$ cat src/rtl/pipe_hazard_ctrl.sv
// pipe_hazard_ctrl: stall/flush controller for a 5-stage pipeline.
//   Ports: stg_clk/reset_n (async active-low); ID source regs and use flags;
//   EX dest/load/writeback flags; branch_taken; mc_start/mc_done handshake;
//   *_ena hold outputs (1 = hold), *_x flush outputs (1 = bubble);
//   mc_err timeout pulse; stall_cnt/flush_cnt performance counters.
//   Define PIPE_PERF_EN to build the counters; otherwise they read 0.
module pipe_hazard_ctrl #(
  parameter int REG_W  = 5,
  parameter int MC_MAX = 64,
  parameter int CNT_W  = 32
) (
  input  logic             stg_clk,
  input  logic             reset_n,
  input  logic [REG_W-1:0] id_rs1,
  input  logic [REG_W-1:0] id_rs2,
  input  logic             id_use_rs1,
  input  logic             id_use_rs2,
  input  logic [REG_W-1:0] ex_rd,
  input  logic             ex_is_load,
  input  logic             ex_save_to_reg,
  input  logic             branch_taken,
  input  logic             mc_start,
  input  logic             mc_done,
  output logic             pc_ena,
  output logic             if_id_ena,
  output logic             id_ex_ena,
  output logic             ex_mem_ena,
  output logic             mem_wb_ena,
  output logic             if_id_x,
  output logic             id_ex_x,
  output logic             ex_mem_x,
  output logic             mc_err,
  output logic [CNT_W-1:0] stall_cnt,
  output logic [CNT_W-1:0] flush_cnt
);
  typedef enum logic {RUN, MC_WAIT} state_t;
  state_t     state_q, state_d;
  logic [7:0] wait_cnt_q, wait_cnt_d;
  logic       load_use;
  assign load_use = ex_is_load && ex_save_to_reg && (ex_rd != '0) &&
                    ((id_use_rs1 && id_rs1 == ex_rd) || (id_use_rs2 && id_rs2 == ex_rd));
  assign mem_wb_ena = 1'b0;
  assign ex_mem_ena = 1'b0;
  // Outputs are forced to defaults while reset is held so the pipeline
  // cannot see a stall even if EX inputs are still active.
  always_comb begin
    state_d    = state_q;
    wait_cnt_d = wait_cnt_q;
    pc_ena     = 1'b0;
    if_id_ena  = 1'b0;
    id_ex_ena  = 1'b0;
    if_id_x    = 1'b0;
    id_ex_x    = 1'b0;
    ex_mem_x   = 1'b0;
    mc_err     = 1'b0;
    if (reset_n) begin
      if (state_q == RUN) begin
        if (branch_taken) begin
          if_id_x = 1'b1;
          id_ex_x = 1'b1;
        end else if (mc_start && !mc_done) begin
          pc_ena     = 1'b1;
          if_id_ena  = 1'b1;
          id_ex_ena  = 1'b1;
          ex_mem_x   = 1'b1;
          state_d    = MC_WAIT;
          wait_cnt_d = 8'd1;
        end else if (!mc_start && load_use) begin
          pc_ena    = 1'b1;
          if_id_ena = 1'b1;
          id_ex_x   = 1'b1;
        end
      end else begin
        if (mc_done) begin
          state_d    = RUN;
          wait_cnt_d = 8'd0;
        end else if (wait_cnt_q < 8'(MC_MAX)) begin
          pc_ena     = 1'b1;
          if_id_ena  = 1'b1;
          id_ex_ena  = 1'b1;
          ex_mem_x   = 1'b1;
          wait_cnt_d = wait_cnt_q + 8'd1;
        end else begin
          mc_err     = 1'b1;
          ex_mem_x   = 1'b1;
          id_ex_x    = 1'b1;
          state_d    = RUN;
          wait_cnt_d = 8'd0;
        end
      end
    end
  end
  always_ff @(posedge stg_clk or negedge reset_n) begin
    if (!reset_n) begin
      state_q    <= RUN;
      wait_cnt_q <= 8'd0;
    end else begin
      state_q    <= state_d;
      wait_cnt_q <= wait_cnt_d;
    end
  end
`ifdef PIPE_PERF_EN
  logic [CNT_W-1:0] stall_cnt_q, flush_cnt_q;
  always_ff @(posedge stg_clk or negedge reset_n) begin
    if (!reset_n) begin
      stall_cnt_q <= '0;
      flush_cnt_q <= '0;
    end else begin
      if (pc_ena && !(&stall_cnt_q)) stall_cnt_q <= stall_cnt_q + CNT_W'(1);
      if ((if_id_x || id_ex_x || ex_mem_x) && !(&flush_cnt_q)) flush_cnt_q <= flush_cnt_q + CNT_W'(1);
    end
  end
  assign stall_cnt = stall_cnt_q;
  assign flush_cnt = flush_cnt_q;
`else
  assign stall_cnt = '0;
  assign flush_cnt = '0;
`endif
endmodule

$ cat config.mk
export PLATFORM = sky130hd
export DESIGN_NAME = pipe_hazard_ctrl
export DESIGN_NICKNAME = d
export VERILOG_FILES = /design/src/rtl/pipe_hazard_ctrl.sv
export SDC_FILE = /design/constraint.sdc
export NUM_CORES = 1
export LEC_CHECK = 0
export ABC_AREA = 1
export CORE_UTILIZATION = 32
export CTS_BUF_LIST = sky130_fd_sc_hd__clkbuf_8
export DETAILED_ROUTE_END_ITERATION = 16
export PLACE_DENSITY = 0.87
export SLEW_MARGIN = 20
export SYNTH_ARGS = -nofsm -noshare
export SYNTH_HDL_FRONTEND = slang
export SYNTH_SLANG_ARGS = --single-unit
$ cat constraint.sdc
create_clock -name stg_clk -period 1.3 [get_ports stg_clk]
set_input_delay 0.325 -clock stg_clk [delete_from_list [all_inputs] [get_ports stg_clk]]
set_output_delay 0.325 -clock stg_clk [all_outputs]
set_load 0.02 [all_outputs]
==> results of run 1 <==
==> layer usage <==
layer	part of all wire, %	GRT usage (%)	routed length (um)
met1	36	14.5	1110
met2	54	25.6	1680
met3	7.0	5.17	216
met4	2.6	6.65	80
met5	0	0	0
==> cell usage after synthesis (all sizes together) <==
library cell	number
o21ai	11
a21oi	3
inv	35
buf	68
dfrtp	9
nand3b	1
conb	1
a21o	1
nand4	2
o21bai	1
nor2	19
nor3	2
and3	1
nand2	45
nand3	5
ha	1
==> logic make-up (layout without fill, tap and decap cells) <==
family,count (synthesis),in the layout
buf+inv,103,91
other cells,1,66
compound gates,16,16
fa+ha+maj,1,1
simple gates,75,75
flops,9,9
==> power by group <==
| group | internal (mW) | switching, mW | total, mW |
|---|---|---|---|
| logic | 0.234 | 0.445 | 0.679 |
| registers | 0.317 | 0.0304 | 0.347 |
| clock network | 0.206 | 0.111 | 0.317 |
==> through the flow <==
step           utilization, %  power, mW  cell area, sq um
6_report                 44.3       1.34              1680
5_1_grt                  44.3       1.43              1680
4_1_cts                  43.2       1.29              1640
3_5_place_dp             39.8      0.898              1510
3_3_place_gp             39.8      0.888              1510
2_1_floorplan               -      0.875              1590
==> how the worst max path moves through the flow <==
stage                  start         to  slack, ns  cells after the start
3_5_place_dp        ex_rd[4]  if_id_ena      -1.19                     10
6_report       wait_cnt_q[6]  if_id_ena      -0.38                      8
3_3_place_gp        ex_rd[4]  if_id_ena      -1.18                     10
2_1_floorplan  wait_cnt_q[6]     pc_ena      -0.26                      8
5_1_grt              state_q    id_ex_x      -0.44                      6
4_1_cts              state_q  if_id_ena      -0.36                      7
==> flip-flops by register name, indices dropped and copies added, names as in the netlist <==
signal      count
wait_cnt_q      8
state_q         1
==> cell type report <==
type | instances | area share [%]
tap | 48 | 3.57
clock buffer | 3 | 2.45
inverter | 35 | 8.25
timing repair buffer | 51 | 23.6
sequential | 9 | 13.4
clock inverter | 1 | 0.223
timing repair inverter | 1 | 0.223
multi-input combinational | 158 | 48.2
==> critical path, delay by kind of cell (launching register included) <==
kind                   cells  cell delay [ns]
DFF                        1             0.37
and+or+nand+nor            3             0.26
buffers and inverters      3             0.25
AOI/OAI and AO/OA          2             0.23
==> repair_timing <==
item	CTS	global route
setup endpoints to repair	16	15
gates cloned	1	0
setup buffers	15	2
gates resized for setup	141	10
pin swaps	38	5
==> flow_summary.html, run 1 <==
<table>
<tr><th>Metric</th><th>Value</th></tr>
<tr><th colspan="2">Run status</th></tr>
<tr><td>Status</td><td>complete, but fails checks</td></tr>
<tr><td>Violations in the final reports</td><td>negative setup slack</td></tr>
<tr><th colspan="2">CTS</th></tr>
<tr><td>Clk Latency, worst-skew pair</td><td>0.23 ns</td></tr>
<tr><td>Clk slew on worst S/H paths</td><td>0.04 ns</td></tr>
<tr><td>TritonCTS clock tree</td><td>done</td></tr>
<tr><td>TritonCTS Sinks</td><td>9</td></tr>
<tr><td>Cell at the root of the clock tree</td><td>sky130_fd_sc_hd__clkbuf_8</td></tr>
<tr><td>Worst-case clock buffer depth</td><td>2</td></tr>
<tr><td>H-tree depth reported by CTS</td><td>1</td></tr>
<tr><td>Quantity of hold-fixing buffers added after cts</td><td>0</td></tr>
<tr><td>Total clock buffers created by CTS</td><td>3</td></tr>
<tr><th colspan="2">Routing</th></tr>
<tr><td>Routed wire per std cell</td><td>10.1 um</td></tr>
<tr><td>Vias per cell</td><td>3.95</td></tr>
<tr><td>Router iterations before antenna repair</td><td>6</td></tr>
<tr><td>DRC violations left</td><td>0</td></tr>
<tr><td>Routed vias</td><td>1210</td></tr>
<tr><td>DRT Wirelength</td><td>3080 um</td></tr>
<tr><td>Violation count after the first detailed-route iteration</td><td>35</td></tr>
<tr><td>Count of nets left with antenna violations after detail routing</td><td>0</td></tr>
<tr><th colspan="2">Logic synthesis</th></tr>
<tr><td>#FFs+latches synth</td><td>9</td></tr>
<tr><td>Post-synth top area share</td><td>38.1%</td></tr>
<tr><td>Mapped Cells</td><td>205</td></tr>
<tr><td>Synthesized-area fraction occupied by adder cells</td><td>0.948%</td></tr>
<tr><td>Mux contribution to synthesized area</td><td>0%</td></tr>
<tr><td>Synth Area per Inst</td><td>6.44 sq um</td></tr>
<tr><td>Dominant combinational cell family by area after synthesis</td><td>buffers and inverters</td></tr>
<tr><td>Most area-hungry cell type in the Yosys netlist</td><td>sky130_fd_sc_hd__buf_4</td></tr>
<tr><td>Sequential element share of the synthesized area</td><td>17.1%</td></tr>
<tr><td>Area fraction in and, or, nand and nor cells after synthesis</td><td>25.7%</td></tr>
<tr><td>Cell variety after synth</td><td>23</td></tr>
<tr><td>Cell types with the largest area share after synthesis</td><td>sky130_fd_sc_hd__buf_4 38%, sky130_fd_sc_hd__dfrtp_1 17%, sky130_fd_sc_hd__nand2_1 12%, sky130_fd_sc_hd__inv_1 8.2%, sky130_fd_sc_hd__nor2_1 3.4%</td></tr>
<tr><td>Area fraction in compound gates after synthesis</td><td>7.11%</td></tr>
<tr><td>Post-synthesis share of cell area spent on xor and xnor gates</td><td>0%</td></tr>
<tr><td>Cell area after technology mapping</td><td>0.00132 sq mm</td></tr>
<tr><td>Number of warnings reported in the yosys synthesis log</td><td>0</td></tr>
<tr><th colspan="2">Place</th></tr>
<tr><td>Detailed placer's ending HPWL</td><td>2140 um</td></tr>
<tr><td>Worst slack after detailed placement</td><td>-1.19 ns</td></tr>
<tr><td>Weighted congestion reported at the end of routability-driven placement</td><td>0.815</td></tr>
<tr><td>Port bufs</td><td>30</td></tr>
<tr><td>Placed Cells</td><td>290</td></tr>
<tr><th colspan="2">Global routing</th></tr>
<tr><td>Number of global-route vias before repair</td><td>1124</td></tr>
<tr><td>Initial antenna violation count</td><td>0</td></tr>
<tr><td>Overflow left after global routing</td><td>0</td></tr>
<tr><td>Maximum number of pins on one net before global-route repair</td><td>12</td></tr>
<tr><td>Global-route usage over all layers</td><td>14.3%</td></tr>
<tr><td>Global-route wire length before repair</td><td>4760 um</td></tr>
<tr><th colspan="2">Timing</th></tr>
<tr><td>Final-layout setup total negative slack</td><td>-2.80 ns</td></tr>
<tr><td>Final Skew</td><td>0.00197 ns</td></tr>
<tr><td>Number of max-slew violations in the final report</td><td>0</td></tr>
<tr><td>Hold violation count in the final report</td><td>0</td></tr>
<tr><td>Worst Hold Margin</td><td>0.187 ns</td></tr>
<tr><td>Number of setup violations in the final report</td><td>13</td></tr>
<tr><td>Minimum period implied by the final worst setup slack</td><td>1.68 ns</td></tr>
<tr><td>PnR worst setup slack</td><td>-0.383 ns</td></tr>
<tr><td>Unrepaired setup endpoints after global routing</td><td>yes</td></tr>
<tr><td>Post-route fraction of the period consumed by the critical path</td><td>129%</td></tr>
<tr><td>Highest attainable clock frequency</td><td>594 MHz</td></tr>
<tr><th colspan="2">Pwr</th></tr>
<tr><td>Pwr Density</td><td>797 mW/mm^2</td></tr>
<tr><td>IR Drop Worst-Case VDD</td><td>0.318 mV</td></tr>
<tr><td>Leakage power summed over all cells</td><td>0.999 nW</td></tr>
<tr><th colspan="2">Setup path</th></tr>
<tr><td>Crit Path Class</td><td>flip-flop to output port</td></tr>
<tr><td>Critical path's most frequent cell</td><td>sky130_fd_sc_hd__inv_2</td></tr>
<tr><td>Worst EP arrival</td><td>1.36 ns</td></tr>
<tr><td>R2r startpoint</td><td>state_q</td></tr>
<tr><td>Reg-to-reg slack, setup</td><td>-0.11 ns</td></tr>
<tr><td>Crit path launch type</td><td>flip-flop</td></tr>
<tr><td>Cell depth of the worst flop-to-flop path</td><td>10</td></tr>
<tr><td>Largest driver fanout on the critical path</td><td>2</td></tr>
<tr><td>CP Capture Type</td><td>output port</td></tr>
<tr><td>Worst flop-to-flop path endpoint</td><td>wait_cnt_q[4]</td></tr>
<tr><td>Worst path cell trace</td><td>inv_2 &gt; nand2_2 &gt; o21ai_2 &gt; nand2_4 &gt; nor2_4 &gt; inv_2 &gt; o21ai_4 &gt; buf_6</td></tr>
<tr><td>Maximum cell stage delay along the critical path</td><td>0.37 ns</td></tr>
<tr><td>Critical path required time</td><td>0.98 ns</td></tr>
<tr><td>Slowest cell on the critical path</td><td>sky130_fd_sc_hd__dfrtp_1</td></tr>
<tr><th colspan="2">Final layout</th></tr>
<tr><td>Number of inserted filler cells in the final layout</td><td>389</td></tr>
<tr><td>Final antenna diode count</td><td>0</td></tr>
<tr><td>Area growth, synth to finish</td><td>27.6%</td></tr>
<tr><td>Area used by multi-input combinational logic</td><td>812 sq um</td></tr>
<tr><td>Commonest cells after routing, fill and taps aside</td><td>66 x sky130_fd_sc_hd__conb_1, 37 x sky130_fd_sc_hd__nand2_1, 21 x sky130_fd_sc_hd__inv_1, 19 x sky130_fd_sc_hd__buf_4</td></tr>
<tr><td>Area used by sequential logic in the layout</td><td>226 sq um</td></tr>
<tr><td>Share of cells above drive strength 1</td><td>36.4%</td></tr>
<tr><td>Post-layout net count</td><td>284</td></tr>
<tr><td>Most common library cell in the layout ignoring fill and taps</td><td>sky130_fd_sc_hd__conb_1</td></tr>
<tr><td>Final Non-Filler Cells</td><td>306</td></tr>
<tr><th colspan="2">Floorplan</th></tr>
<tr><td>Horizontal extent of the die</td><td>66.2 um</td></tr>
<tr><td>Num rows</td><td>22</td></tr>
<tr><td>Initial standard-cell utilization of the core</td><td>34.7%</td></tr>
<tr><td>I/O Pins</td><td>97</td></tr>
<tr><td>Die Outline Area</td><td>0.00439 sq mm</td></tr>
<tr><td>Area of the core region</td><td>0.00380 sq mm</td></tr>
<tr><td>Height of the die</td><td>66.2 um</td></tr>
<tr><th colspan="2">Run</th></tr>
<tr><td>Max Cap Viol</td><td>0</td></tr>
<tr><th colspan="2">Min path</th></tr>
<tr><td>Worst Hold Class</td><td>input port to async pin</td></tr>
</table>
No activity file was read; power rests on OpenSTA's default activity.
==> inputs of run 2 (changes only) <==
--- a/config.mk
+++ b/config.mk
@@ -6,6 +6,7 @@
 export NUM_CORES = 1
 export LEC_CHECK = 0
 export ABC_AREA = 1
+export CORE_MARGIN = 2
 export CORE_UTILIZATION = 32
 export CTS_BUF_LIST = sky130_fd_sc_hd__clkbuf_8
 export DETAILED_ROUTE_END_ITERATION = 16
==> run 2 against run 1 <==
The run still ends with negative setup slack left. Global-route usage fell by 2.7 points. Count of clock-buffer cells in the layout unchanged. Cell count increased by 0.33%. Worst setup slack about the same. Register-to-register slack improved by 0.10 ns. Largest power group unchanged. Worst hold slack improved by 0.0044 ns. Die area is 6.1% higher. Highest routed layer unchanged. Sequential power is essentially flat. Core utilization is 2.5 points lower. Sequential share of layout area up 0.17 points. Routed wire length fell by 9.5%. Non-clock buffer count unchanged. Critical path type unchanged.
==> flow_summary.html, run 2 (synthesis results as in run 1) <==
<table>
<tr><th>Metric</th><th>Value</th></tr>
<tr><th colspan="2">Floorplan</th></tr>
<tr><td>Die Outline Area</td><td>0.00465 sq mm</td></tr>
<tr><td>Area of the core region</td><td>0.00397 sq mm</td></tr>
<tr><td>Num rows</td><td>23</td></tr>
<tr><td>Initial standard-cell utilization of the core</td><td>33.2%</td></tr>
<tr><td>I/O Pins</td><td>97</td></tr>
<tr><td>Height of the die</td><td>68.2 um</td></tr>
<tr><td>Horizontal extent of the die</td><td>68.2 um</td></tr>
<tr><th colspan="2">CTS</th></tr>
<tr><td>Clk Latency, worst-skew pair</td><td>0.24 ns</td></tr>
<tr><td>Cell at the root of the clock tree</td><td>sky130_fd_sc_hd__clkbuf_8</td></tr>
<tr><td>Total clock buffers created by CTS</td><td>3</td></tr>
<tr><td>TritonCTS clock tree</td><td>done</td></tr>
<tr><td>Clk slew on worst S/H paths</td><td>0.05 ns</td></tr>
<tr><td>TritonCTS Sinks</td><td>9</td></tr>
<tr><td>Worst-case clock buffer depth</td><td>2</td></tr>
<tr><td>H-tree depth reported by CTS</td><td>1</td></tr>
<tr><th colspan="2">Setup path</th></tr>
<tr><td>Slowest cell on the critical path</td><td>sky130_fd_sc_hd__dfrtp_1</td></tr>
<tr><td>Critical path required time</td><td>0.98 ns</td></tr>
<tr><td>Maximum cell stage delay along the critical path</td><td>0.37 ns</td></tr>
<tr><td>Worst path cell trace</td><td>inv_2 &gt; nand2_2 &gt; o21ai_2 &gt; nand2_4 &gt; nor2_4 &gt; inv_2 &gt; o21ai_4 &gt; buf_6</td></tr>
<tr><td>Worst EP arrival</td><td>1.36 ns</td></tr>
<tr><td>Crit path launch type</td><td>flip-flop</td></tr>
<tr><td>Largest driver fanout on the critical path</td><td>2</td></tr>
<tr><td>Critical path's most frequent cell</td><td>sky130_fd_sc_hd__inv_2</td></tr>
<tr><td>Crit Path Class</td><td>flip-flop to output port</td></tr>
<tr><td>CP Capture Type</td><td>output port</td></tr>
<tr><th colspan="2">Run status</th></tr>
<tr><td>Violations in the final reports</td><td>negative setup slack</td></tr>
<tr><td>Status</td><td>complete, but fails checks</td></tr>
<tr><th colspan="2">Timing</th></tr>
<tr><td>Final Skew</td><td>0.00316 ns</td></tr>
<tr><td>Highest attainable clock frequency</td><td>594 MHz</td></tr>
<tr><td>Number of setup violations in the final report</td><td>8</td></tr>
<tr><td>Unrepaired setup endpoints after global routing</td><td>yes</td></tr>
<tr><td>Post-route fraction of the period consumed by the critical path</td><td>129%</td></tr>
<tr><td>Number of max-slew violations in the final report</td><td>0</td></tr>
<tr><td>Worst Hold Margin</td><td>0.192 ns</td></tr>
<tr><td>Hold violation count in the final report</td><td>0</td></tr>
<tr><td>Final-layout setup total negative slack</td><td>-2.03 ns</td></tr>
<tr><td>PnR worst setup slack</td><td>-0.383 ns</td></tr>
<tr><td>Minimum period implied by the final worst setup slack</td><td>1.68 ns</td></tr>
<tr><th colspan="2">Routing</th></tr>
<tr><td>DRT Wirelength</td><td>2790 um</td></tr>
<tr><td>Vias per cell</td><td>3.76</td></tr>
<tr><td>Routed wire per std cell</td><td>9.08 um</td></tr>
<tr><td>Router iterations before antenna repair</td><td>4</td></tr>
<tr><td>Routed vias</td><td>1153</td></tr>
<tr><td>Violation count after the first detailed-route iteration</td><td>63</td></tr>
<tr><td>DRC violations left</td><td>0</td></tr>
<tr><td>Count of nets left with antenna violations after detail routing</td><td>0</td></tr>
<tr><th colspan="2">Global routing</th></tr>
<tr><td>Initial antenna violation count</td><td>0</td></tr>
<tr><td>Number of global-route vias before repair</td><td>1006</td></tr>
<tr><td>Global-route wire length before repair</td><td>4070 um</td></tr>
<tr><td>Global-route usage over all layers</td><td>11.6%</td></tr>
<tr><td>Maximum number of pins on one net before global-route repair</td><td>12</td></tr>
<tr><td>Overflow left after global routing</td><td>0</td></tr>
<tr><th colspan="2">Pwr</th></tr>
<tr><td>Pwr Density</td><td>783 mW/mm^2</td></tr>
<tr><td>Power after layout</td><td>1.30 mW</td></tr>
<tr><td>IR Drop Worst-Case VDD</td><td>0.284 mV</td></tr>
<tr><td>Leakage power summed over all cells</td><td>0.999 nW</td></tr>
<tr><th colspan="2">Final layout</th></tr>
<tr><td>Register name with the most flops</td><td>wait_cnt_q</td></tr>
<tr><td>Most common library cell in the layout ignoring fill and taps</td><td>sky130_fd_sc_hd__conb_1</td></tr>
<tr><td>Area growth, synth to finish</td><td>26.0%</td></tr>
<tr><td>Commonest cells after routing, fill and taps aside</td><td>66 x sky130_fd_sc_hd__conb_1, 36 x sky130_fd_sc_hd__nand2_1, 21 x sky130_fd_sc_hd__inv_1, 21 x sky130_fd_sc_hd__buf_4, 13 x sky130_fd_sc_hd__inv_2</td></tr>
<tr><td>Share of cells above drive strength 1</td><td>34.6%</td></tr>
<tr><td>Final Non-Filler Cells</td><td>307</td></tr>
<tr><td>Largest register FFs</td><td>8</td></tr>
<tr><td>Post-route cell area</td><td>0.00166 sq mm</td></tr>
<tr><td>Final antenna diode count</td><td>0</td></tr>
<tr><td>Post-layout net count</td><td>283</td></tr>
<tr><td>Leading registers by flop count</td><td>wait_cnt_q (8), state_q (1)</td></tr>
<tr><th colspan="2">Place</th></tr>
<tr><td>Detailed placer's ending HPWL</td><td>2170 um</td></tr>
<tr><td>Cell area after placement</td><td>0.00153 sq mm</td></tr>
<tr><td>Port bufs</td><td>30</td></tr>
<tr><td>Weighted congestion reported at the end of routability-driven placement</td><td>0.819</td></tr>
<tr><td>Placed Cells</td><td>294</td></tr>
<tr><th colspan="2">Min path</th></tr>
<tr><td>Worst Hold Class</td><td>input port to async pin</td></tr>
<tr><th colspan="2">Run</th></tr>
<tr><td>Max Cap Viol</td><td>0</td></tr>
</table>
[run 2: worst paths after layout]
path	end	cells past startpoint	slack [ns]	startpoint
worst max-delay path	pc_ena	8	-0.38	wait_cnt_q[7]
worst min-delay path	wait_cnt_q[0]	2	0.19	reset_n
worst max register to register	wait_cnt_q[3]	8	-0.01	state_q
worst min register to register	wait_cnt_q[6]	2	0.54	wait_cnt_q[6]
max in group asynchronous	state_q	2	0.95	reset_n
min in group stg_clk	wait_cnt_q[6]	2	0.54	wait_cnt_q[6]
[run 2: power by group]
| part | total (mW) | internal (mW) | switching, mW |
|---|---|---|---|
| Combinational | 0.629 | 0.219 | 0.409 |
| Clock | 0.324 | 0.206 | 0.118 |
| Sequential | 0.348 | 0.317 | 0.0318 |
[run 2: critical path, delay by kind of cell (launching register included)]
family	cells	cell delay, ns
AOI/OAI and AO/OA	2	0.23
DFF	1	0.37
buffers and inverters	3	0.27
and+or+nand+nor	3	0.26
[run 2: metal layers]
layer	share of wire (%)	wire, um	global-route usage, %
met2	57	1580	23.9
met5	0	0	0
met1	35	989	11.4
met4	1.5	42	4.50
met3	6.2	173	1.32
[run 2: cell type report]
cell class	instances	area, sq um
fill	421	2310
sequential	9	226
timing repair buffer	51	408
clock inverter	1	3.75
clock buffer	3	41.3
inverter	35	139
tap	50	62.6
multi-input combinational	158	782
[run 2: through the flow]
step           utilization (%)  worst slack, ns
2_1_floorplan                -           -0.260
3_3_place_gp              38.5            -1.15
3_5_place_dp              38.5            -1.18
4_1_cts                   41.8           -0.385
5_1_grt                   41.9           -0.435
6_report                  41.9           -0.383
[run 2: repair_timing]
action                                  in CTS  in global routing
buffers inserted                             6                  4
gates resized for setup                    113                 27
endpoints found under the hold margin        0                  0
endpoints found under the setup margin      15                 13
pin swaps                                   25                 14
hold buffers                                 0                  0
==> inputs of run 3 (changes only) <==
--- a/config.mk
+++ b/config.mk
@@ -6,11 +6,13 @@
 export NUM_CORES = 1
 export LEC_CHECK = 0
 export ABC_AREA = 1
+export CELL_PAD_IN_SITES_DETAIL_PLACEMENT = 1
+export CELL_PAD_IN_SITES_GLOBAL_PLACEMENT = 1
 export CORE_MARGIN = 2
-export CORE_UTILIZATION = 32
+export CORE_UTILIZATION = 20
 export CTS_BUF_LIST = sky130_fd_sc_hd__clkbuf_8
 export DETAILED_ROUTE_END_ITERATION = 16
-export PLACE_DENSITY = 0.87
+export PLACE_DENSITY = 0.86
 export SLEW_MARGIN = 20
 export SYNTH_ARGS = -nofsm -noshare
 export SYNTH_HDL_FRONTEND = slang
==> run 3 against run 2 <==
The flow still finishes with violations (negative setup slack). Register-to-register slack got worse by 0.11 ns. Non-clock buffer count rose by 8. Power rose by 11%. Cell count rose by 11%. Worst setup slack got worse by 0.041 ns. Clock skew rose by 0.0075 ns. Sequential cell count did not move. Global-route usage fell by 1.8 points. Routed wire length rose by 33%. Sequential share of layout area fell by 1.7 points. Critical endpoint unchanged. Largest power group unchanged.
==> flow_summary.html, run 3 (synthesis results as in run 1) <==
<table>
<tr><th>Metric</th><th>Value</th></tr>
<tr><th colspan="2">Run status</th></tr>
<tr><td>Status</td><td>complete, but fails checks</td></tr>
<tr><td>Violations in the final reports</td><td>negative setup slack</td></tr>
<tr><th colspan="2">Final layout</th></tr>
<tr><td>Largest register FFs</td><td>8</td></tr>
<tr><td>Final Non-Filler Cells</td><td>342</td></tr>
<tr><td>Number of inserted filler cells in the final layout</td><td>798</td></tr>
<tr><td>Commonest cells after routing, fill and taps aside</td><td>66 x sky130_fd_sc_hd__conb_1, 29 x sky130_fd_sc_hd__nand2_1, 23 x sky130_fd_sc_hd__buf_4, 20 x sky130_fd_sc_hd__buf_6, 17 x sky130_fd_sc_hd__inv_2</td></tr>
<tr><td>Leading registers by flop count</td><td>wait_cnt_q (8), state_q (1)</td></tr>
<tr><td>Most common library cell in the layout ignoring fill and taps</td><td>sky130_fd_sc_hd__conb_1</td></tr>
<tr><td>Register name with the most flops</td><td>wait_cnt_q</td></tr>
<tr><td>Post-layout net count</td><td>291</td></tr>
<tr><td>Area growth, synth to finish</td><td>43.9%</td></tr>
<tr><td>Share of cells above drive strength 1</td><td>45.7%</td></tr>
<tr><td>Final antenna diode count</td><td>0</td></tr>
<tr><th colspan="2">Min path</th></tr>
<tr><td>Worst Hold Class</td><td>input port to async pin</td></tr>
<tr><th colspan="2">Place</th></tr>
<tr><td>Placed Cells</td><td>324</td></tr>
<tr><td>Worst slack after detailed placement</td><td>-1.24 ns</td></tr>
<tr><td>Weighted congestion reported at the end of routability-driven placement</td><td>0.772</td></tr>
<tr><td>Detailed placer's ending HPWL</td><td>2790 um</td></tr>
<tr><td>Port bufs</td><td>30</td></tr>
<tr><th colspan="2">Pwr</th></tr>
<tr><td>Internal</td><td>811 uW</td></tr>
<tr><td>Power after layout</td><td>1.45 mW</td></tr>
<tr><td>Net Sw Frac</td><td>44.0%</td></tr>
<tr><td>Part of the power in combinational logic</td><td>51.7%</td></tr>
<tr><td>Pwr Density</td><td>763 mW/mm^2</td></tr>
<tr><td>Switching component of the power</td><td>638 uW</td></tr>
<tr><td>IR Drop Worst-Case VDD</td><td>0.589 mV</td></tr>
<tr><td>Flop pwr share</td><td>24.2%</td></tr>
<tr><td>Leakage power summed over all cells</td><td>1.06 nW</td></tr>
<tr><td>Power share of the clock group</td><td>24.1%</td></tr>
<tr><th colspan="2">CTS</th></tr>
<tr><td>TritonCTS clock tree</td><td>done</td></tr>
<tr><td>Worst-case clock buffer depth</td><td>2</td></tr>
<tr><td>Clk slew on worst S/H paths</td><td>0.06 ns</td></tr>
<tr><td>H-tree depth reported by CTS</td><td>1</td></tr>
<tr><td>Cell at the root of the clock tree</td><td>sky130_fd_sc_hd__clkbuf_8</td></tr>
<tr><td>TritonCTS Sinks</td><td>9</td></tr>
<tr><td>Total clock buffers created by CTS</td><td>3</td></tr>
<tr><td>Clk Latency, worst-skew pair</td><td>0.25 ns</td></tr>
<tr><th colspan="2">Timing</th></tr>
<tr><td>Number of max-slew violations in the final report</td><td>0</td></tr>
<tr><td>Post-route fraction of the period consumed by the critical path</td><td>133%</td></tr>
<tr><td>Unrepaired setup endpoints after global routing</td><td>yes</td></tr>
<tr><td>Hold violation count in the final report</td><td>0</td></tr>
<tr><td>Worst Hold Margin</td><td>0.113 ns</td></tr>
<tr><td>PnR worst setup slack</td><td>-0.424 ns</td></tr>
<tr><td>Final-layout setup total negative slack</td><td>-3.01 ns</td></tr>
<tr><td>Number of setup violations in the final report</td><td>14</td></tr>
<tr><td>Minimum period implied by the final worst setup slack</td><td>1.72 ns</td></tr>
<tr><td>Final Skew</td><td>0.0107 ns</td></tr>
<tr><td>Highest attainable clock frequency</td><td>580 MHz</td></tr>
<tr><th colspan="2">Run</th></tr>
<tr><td>Max Cap Viol</td><td>0</td></tr>
<tr><th colspan="2">Setup path</th></tr>
<tr><td>Largest driver fanout on the critical path</td><td>2</td></tr>
<tr><td>Crit path launch type</td><td>flip-flop</td></tr>
<tr><td>Cell depth of the worst flop-to-flop path</td><td>10</td></tr>
<tr><td>CP Capture Type</td><td>output port</td></tr>
<tr><td>Critical path required time</td><td>0.98 ns</td></tr>
<tr><td>Reg-to-reg slack, setup</td><td>-0.12 ns</td></tr>
<tr><td>Worst flop-to-flop path endpoint</td><td>wait_cnt_q[4]</td></tr>
<tr><td>R2r startpoint</td><td>state_q</td></tr>
<tr><td>Worst EP arrival</td><td>1.40 ns</td></tr>
<tr><td>Crit Path Class</td><td>flip-flop to output port</td></tr>
<tr><th colspan="2">Floorplan</th></tr>
<tr><td>I/O Pins</td><td>97</td></tr>
<tr><td>Die Outline Area</td><td>0.00727 sq mm</td></tr>
<tr><td>Horizontal extent of the die</td><td>85.2 um</td></tr>
<tr><td>Initial standard-cell utilization of the core</td><td>20.8%</td></tr>
<tr><td>Num rows</td><td>29</td></tr>
<tr><td>Height of the die</td><td>85.2 um</td></tr>
<tr><td>Area of the core region</td><td>0.00635 sq mm</td></tr>
<tr><th colspan="2">Global routing</th></tr>
<tr><td>Overflow left after global routing</td><td>0</td></tr>
<tr><td>Initial antenna violation count</td><td>0</td></tr>
<tr><td>Global-route usage over all layers</td><td>9.78%</td></tr>
<tr><td>Number of global-route vias before repair</td><td>1256</td></tr>
<tr><td>Global-route wire length before repair</td><td>5630 um</td></tr>
<tr><td>Maximum number of pins on one net before global-route repair</td><td>12</td></tr>
<tr><th colspan="2">Routing</th></tr>
<tr><td>DRT Wirelength</td><td>3720 um</td></tr>
<tr><td>Routed wire per std cell</td><td>10.9 um</td></tr>
<tr><td>Count of nets left with antenna violations after detail routing</td><td>0</td></tr>
<tr><td>Routed vias</td><td>1246</td></tr>
<tr><td>Violation count after the first detailed-route iteration</td><td>9</td></tr>
<tr><td>Vias per cell</td><td>3.64</td></tr>
<tr><td>Router iterations before antenna repair</td><td>4</td></tr>
<tr><td>DRC violations left</td><td>0</td></tr>
</table>
==> run 3: changes by cell type in the layout (fill, tap and decap cells not counted), sizes merged <==
cell and change:
buf +19, clkbuf -9, clkdlybuf4s15 -1, dlygate4sd2 -1
==> run 3: power groups by stage <==
| stage | Sequential [mW] | Clock [mW] | Combinational [mW] |
|---|---|---|---|
| floorplan | 0.340 | 0 | 0.535 |
| global placement | 0.343 | 0 | 0.568 |
| detailed placement | 0.350 | 0 | 0.589 |
| CTS | 0.346 | 0.334 | 0.683 |
| global route | 0.354 | 0.365 | 0.809 |
| finish | 0.350 | 0.349 | 0.749 |
==> run 3: how the worst max path moves through the flow <==
stage / cells after the start / startpoint / to
2_1_floorplan: 8 / wait_cnt_q[6] / pc_ena
3_3_place_gp: 10 / ex_rd[4] / if_id_ena
3_5_place_dp: 10 / ex_rd[4] / pc_ena
4_1_cts: 8 / wait_cnt_q[7] / pc_ena
5_1_grt: 8 / wait_cnt_q[7] / if_id_ena
6_report: 8 / wait_cnt_q[7] / pc_ena
==> run 3: metrics by stage <==
stage / area, sq um / utilization [%]
6_report: 1900 / 29.9
5_1_grt: 1900 / 29.9
4_1_cts: 1810 / 28.4
3_5_place_dp: 1590 / 25.0
3_3_place_gp: 1590 / 25.0
2_1_floorplan: 1590 / -
==> run 3: critical path: stages, from the launching register on <==
cell and delay [ns]:
sky130_fd_sc_hd__dfrtp_1 0.38, sky130_fd_sc_hd__inv_2 0.06, sky130_fd_sc_hd__nand2_2 0.07, sky130_fd_sc_hd__o21ai_2 0.14, sky130_fd_sc_hd__nand2_2 0.12, sky130_fd_sc_hd__nor2_4 0.12, sky130_fd_sc_hd__inv_2 0.06, sky130_fd_sc_hd__o21ai_4 0.06
sky130_fd_sc_hd__buf_6 0.13
==> run 3: cell type report <==
| class | count | area (sq um) | area share (%) |
|---|---|---|---|
| Clock inverter | 1 | 3.75 | 0.198 |
| Clock buffer | 3 | 41.3 | 2.17 |
| Inverter | 35 | 149 | 7.84 |
| Timing Repair Buffer | 59 | 538 | 28.3 |
| Tap cell | 77 | 96.3 | 5.07 |
| Multi-Input combinational cell | 158 | 845 | 44.5 |
| Sequential cell | 9 | 226 | 11.9 |
==> run 3: what timing repair did <==
item                       CTS  global route
hold buffers                 0             0
pin swaps                   34            10
resized for setup          170            22
setup endpoints to repair   16            16
buffers inserted            13             4
==> run 3: routing by layer <==
layer | vias up | track usage [%] | wire, um
met4 | 0 | 4.76 | 75
met5 | - | 0 | 0
met3 | 6 | 1.36 | 179
met1 | 589 | 9.31 | 1250
li1 | 601 | - | -
met2 | 50 | 20.0 | 2210
==> edit: new RTL, flow settings as in run 2 <==
The parameter `CNT_W` goes from 32 to 16.
--- a/src/rtl/pipe_hazard_ctrl.sv
+++ b/src/rtl/pipe_hazard_ctrl.sv
@@ -7,7 +7,7 @@
 module pipe_hazard_ctrl #(
   parameter int REG_W  = 5,
   parameter int MC_MAX = 64,
-  parameter int CNT_W  = 32
+  parameter int CNT_W  = 16
 ) (
   input  logic             stg_clk,
   input  logic             reset_n,
Ports: changed (resized flush_cnt and stall_cnt); port bits go from 97 to 65. No check against the original RTL was run, so the function may have changed too.
==> edit against run 2 <==
- the run still ends with setup timing left
- final cell count shrank 11%
- largest power group unchanged
- critical endpoint is now if_id_ena
- worst setup slack lost 0.011 ns
- power shrank 1.5%
- final area shrank 0.98%
- wire length grew 8.0%
- sequential cell count is the same
- clock power shrank 2%
- hold slack lost 0.014 ns
- synthesized area shrank 18%
==> edit: results (changes against run 2) <==
grt:
  grt_max_degree: 12  # unchanged
  grt_usage_pct: 15.11  # was 11.57%
  grt_pass1_wl_um: 4312  # was 4071 um
finish:
  fill_cells: 298  # was 421
  regArea_sq_um: 226.5  # unchanged
  num_antenna_cells: 0  # unchanged
  top_regs: "wait_cnt_q: 8 flops, state_q: 1 flops"  # unchanged
  finalNetCount: 252  # was 283
  drive_gt1_share_pct: 44.25  # was 34.63%
drt:
  wirelength_um: 3011  # was 2789 um
  drt_iter0_markers: 52  # was 63
  vias: 1115  # was 1153
  drt-pass1-iter-count: 4  # unchanged
  wl_per_cell_um: 11.07  # was 9.085 um
place:
  preCtsSetupSlack_ns: -1.213  # was -1.183 ns
  routabilityCongestion: 0.8215  # was 0.8189
  dp_hpwl_um: 1941  # was 2167 um
  placement.cell_area_sq_um: 1409  # was 1529 sq um
  dpl.cell_count: 257  # was 294
synth:
  synth_common_cells: "41 x nand2_1, 35 x buf_4, 29 x inv_1"  # was 67 x buf_4, 41 x nand2_1, 29 x inv_1
  syn_area_per_cell_sq_um: 6.242  # was 6.439 sq um
  synth_ff_type: "dfrtp_1"  # unchanged
  synthArstFlopShare_pct: 100.0  # unchanged
  synthTopCellsByArea: "buf_4 24%, dfrtp_1 21%, nand2_1 14%"  # was buf_4 38%, dfrtp_1 17%, nand2_1 12%
  yosysSeqAreaShare_pct: 20.86  # was 17.06%
  yosys_warnings: 0  # unchanged
  ys_types: 23  # unchanged
outcome:
  outcome: "finished, violations left"  # unchanged
  failed_checks: "setup timing"  # unchanged
timing:
  setup_slack_ns: -0.3943  # was -0.3829 ns
  fin_tns_setup_ns: -3.063  # was -2.033 ns
  finalSetupViolCount: 15  # was 8
  finClkSkew_ns: 0.002336  # was 0.003161 ns
clock_network:
  root_buffer: "clkbuf_8"  # unchanged
  clk-insertion-delay-late_ns: 0.23
  cts_inserted_buffers: 3  # unchanged
  cts_buffer_depth: 2  # unchanged
hold_path:
  hold_path.class: "input pin to async pin"  # unchanged
setup_path:
  cp_max_fo: 2  # unchanged
  cp.arrival_ns: 1.37
power:
  ir_drop_mv: 0.3316  # was 0.2837 mV
  power.leakage_nw: 0.9116  # was 0.9993 nW
[edit: cell types whose count changed after synthesis]
| cell | before | now |
|---|---|---|
| buf_4 | 67 | 35 |
[edit: worst paths after layout]
| check | cells after the start | startpoint | to | slack (ns) |
|---|---|---|---|---|
| max | 8 | wait_cnt_q[7] | if_id_ena | -0.39 |
| min | 2 | reset_n | wait_cnt_q[3] | 0.18 |
| max reg2reg | 8 | state_q | wait_cnt_q[6] | -0.18 |
| min reg2reg | 2 | wait_cnt_q[1] | wait_cnt_q[1] | 0.54 |
| max in group asynchronous | 2 | reset_n | state_q | 0.96 |
| min in group stg_clk | 2 | wait_cnt_q[1] | wait_cnt_q[1] | 0.54 |
[edit: cells by family (layout without fill, tap and decap cells)]
group,count (synthesis),after routing,synth area share (%)
AOI/OAI and AO/OA,16,16,8.691
adders and majority gates,1,1,1.159
buffers and inverters,71,91,37.54
DFF,9,9,20.86
other,1,34,0.3473
and+or+nand+nor,75,75,31.40
[edit: report_power, final]
part	leakage (nW)	total [mW]	switching [mW]	internal, mW
sequential	0.121	0.350	0.0329	0.317
clock	0.0269	0.317	0.111	0.206
combinational	0.764	0.616	0.358	0.258
[edit: worst max-delay path, cell delays in order (launching register included)]
cell	delay (ns)
dfrtp_1	0.38
inv_2	0.10
nand2_4	0.08
o21ai_4	0.15
nand2_4	0.08
nor2_4	0.09
inv_2	0.05
o21ai_4	0.06
buf_6	0.14
[edit: area by class of cell]
| class | count | area share, % |
|---|---|---|
| Multi-Input combinational cell | 126 | 43.09 |
| Timing Repair Buffer | 52 | 28.19 |
| Sequential cell | 9 | 13.75 |
| Inverter | 35 | 8.739 |
| Tap cell | 46 | 3.495 |
| Clock buffer | 3 | 2.508 |
| Clock inverter | 1 | 0.2280 |
[edit: layer usage]
layer	vias up	global-route usage, %	wire length, um
li1	554	-	-
met1	511	15.09	1115
met2	39	29.91	1686
met3	11	1.656	101
met4	0	7.903	107
met5	-	0	0
[edit: repair_timing]
| item | CTS | global route |
|---|---|---|
| setup endpoints to repair | 15 | 14 |
| buffers inserted | 10 | 4 |
| resized for setup | 148 | 19 |
| pin swaps | 39 | 14 |
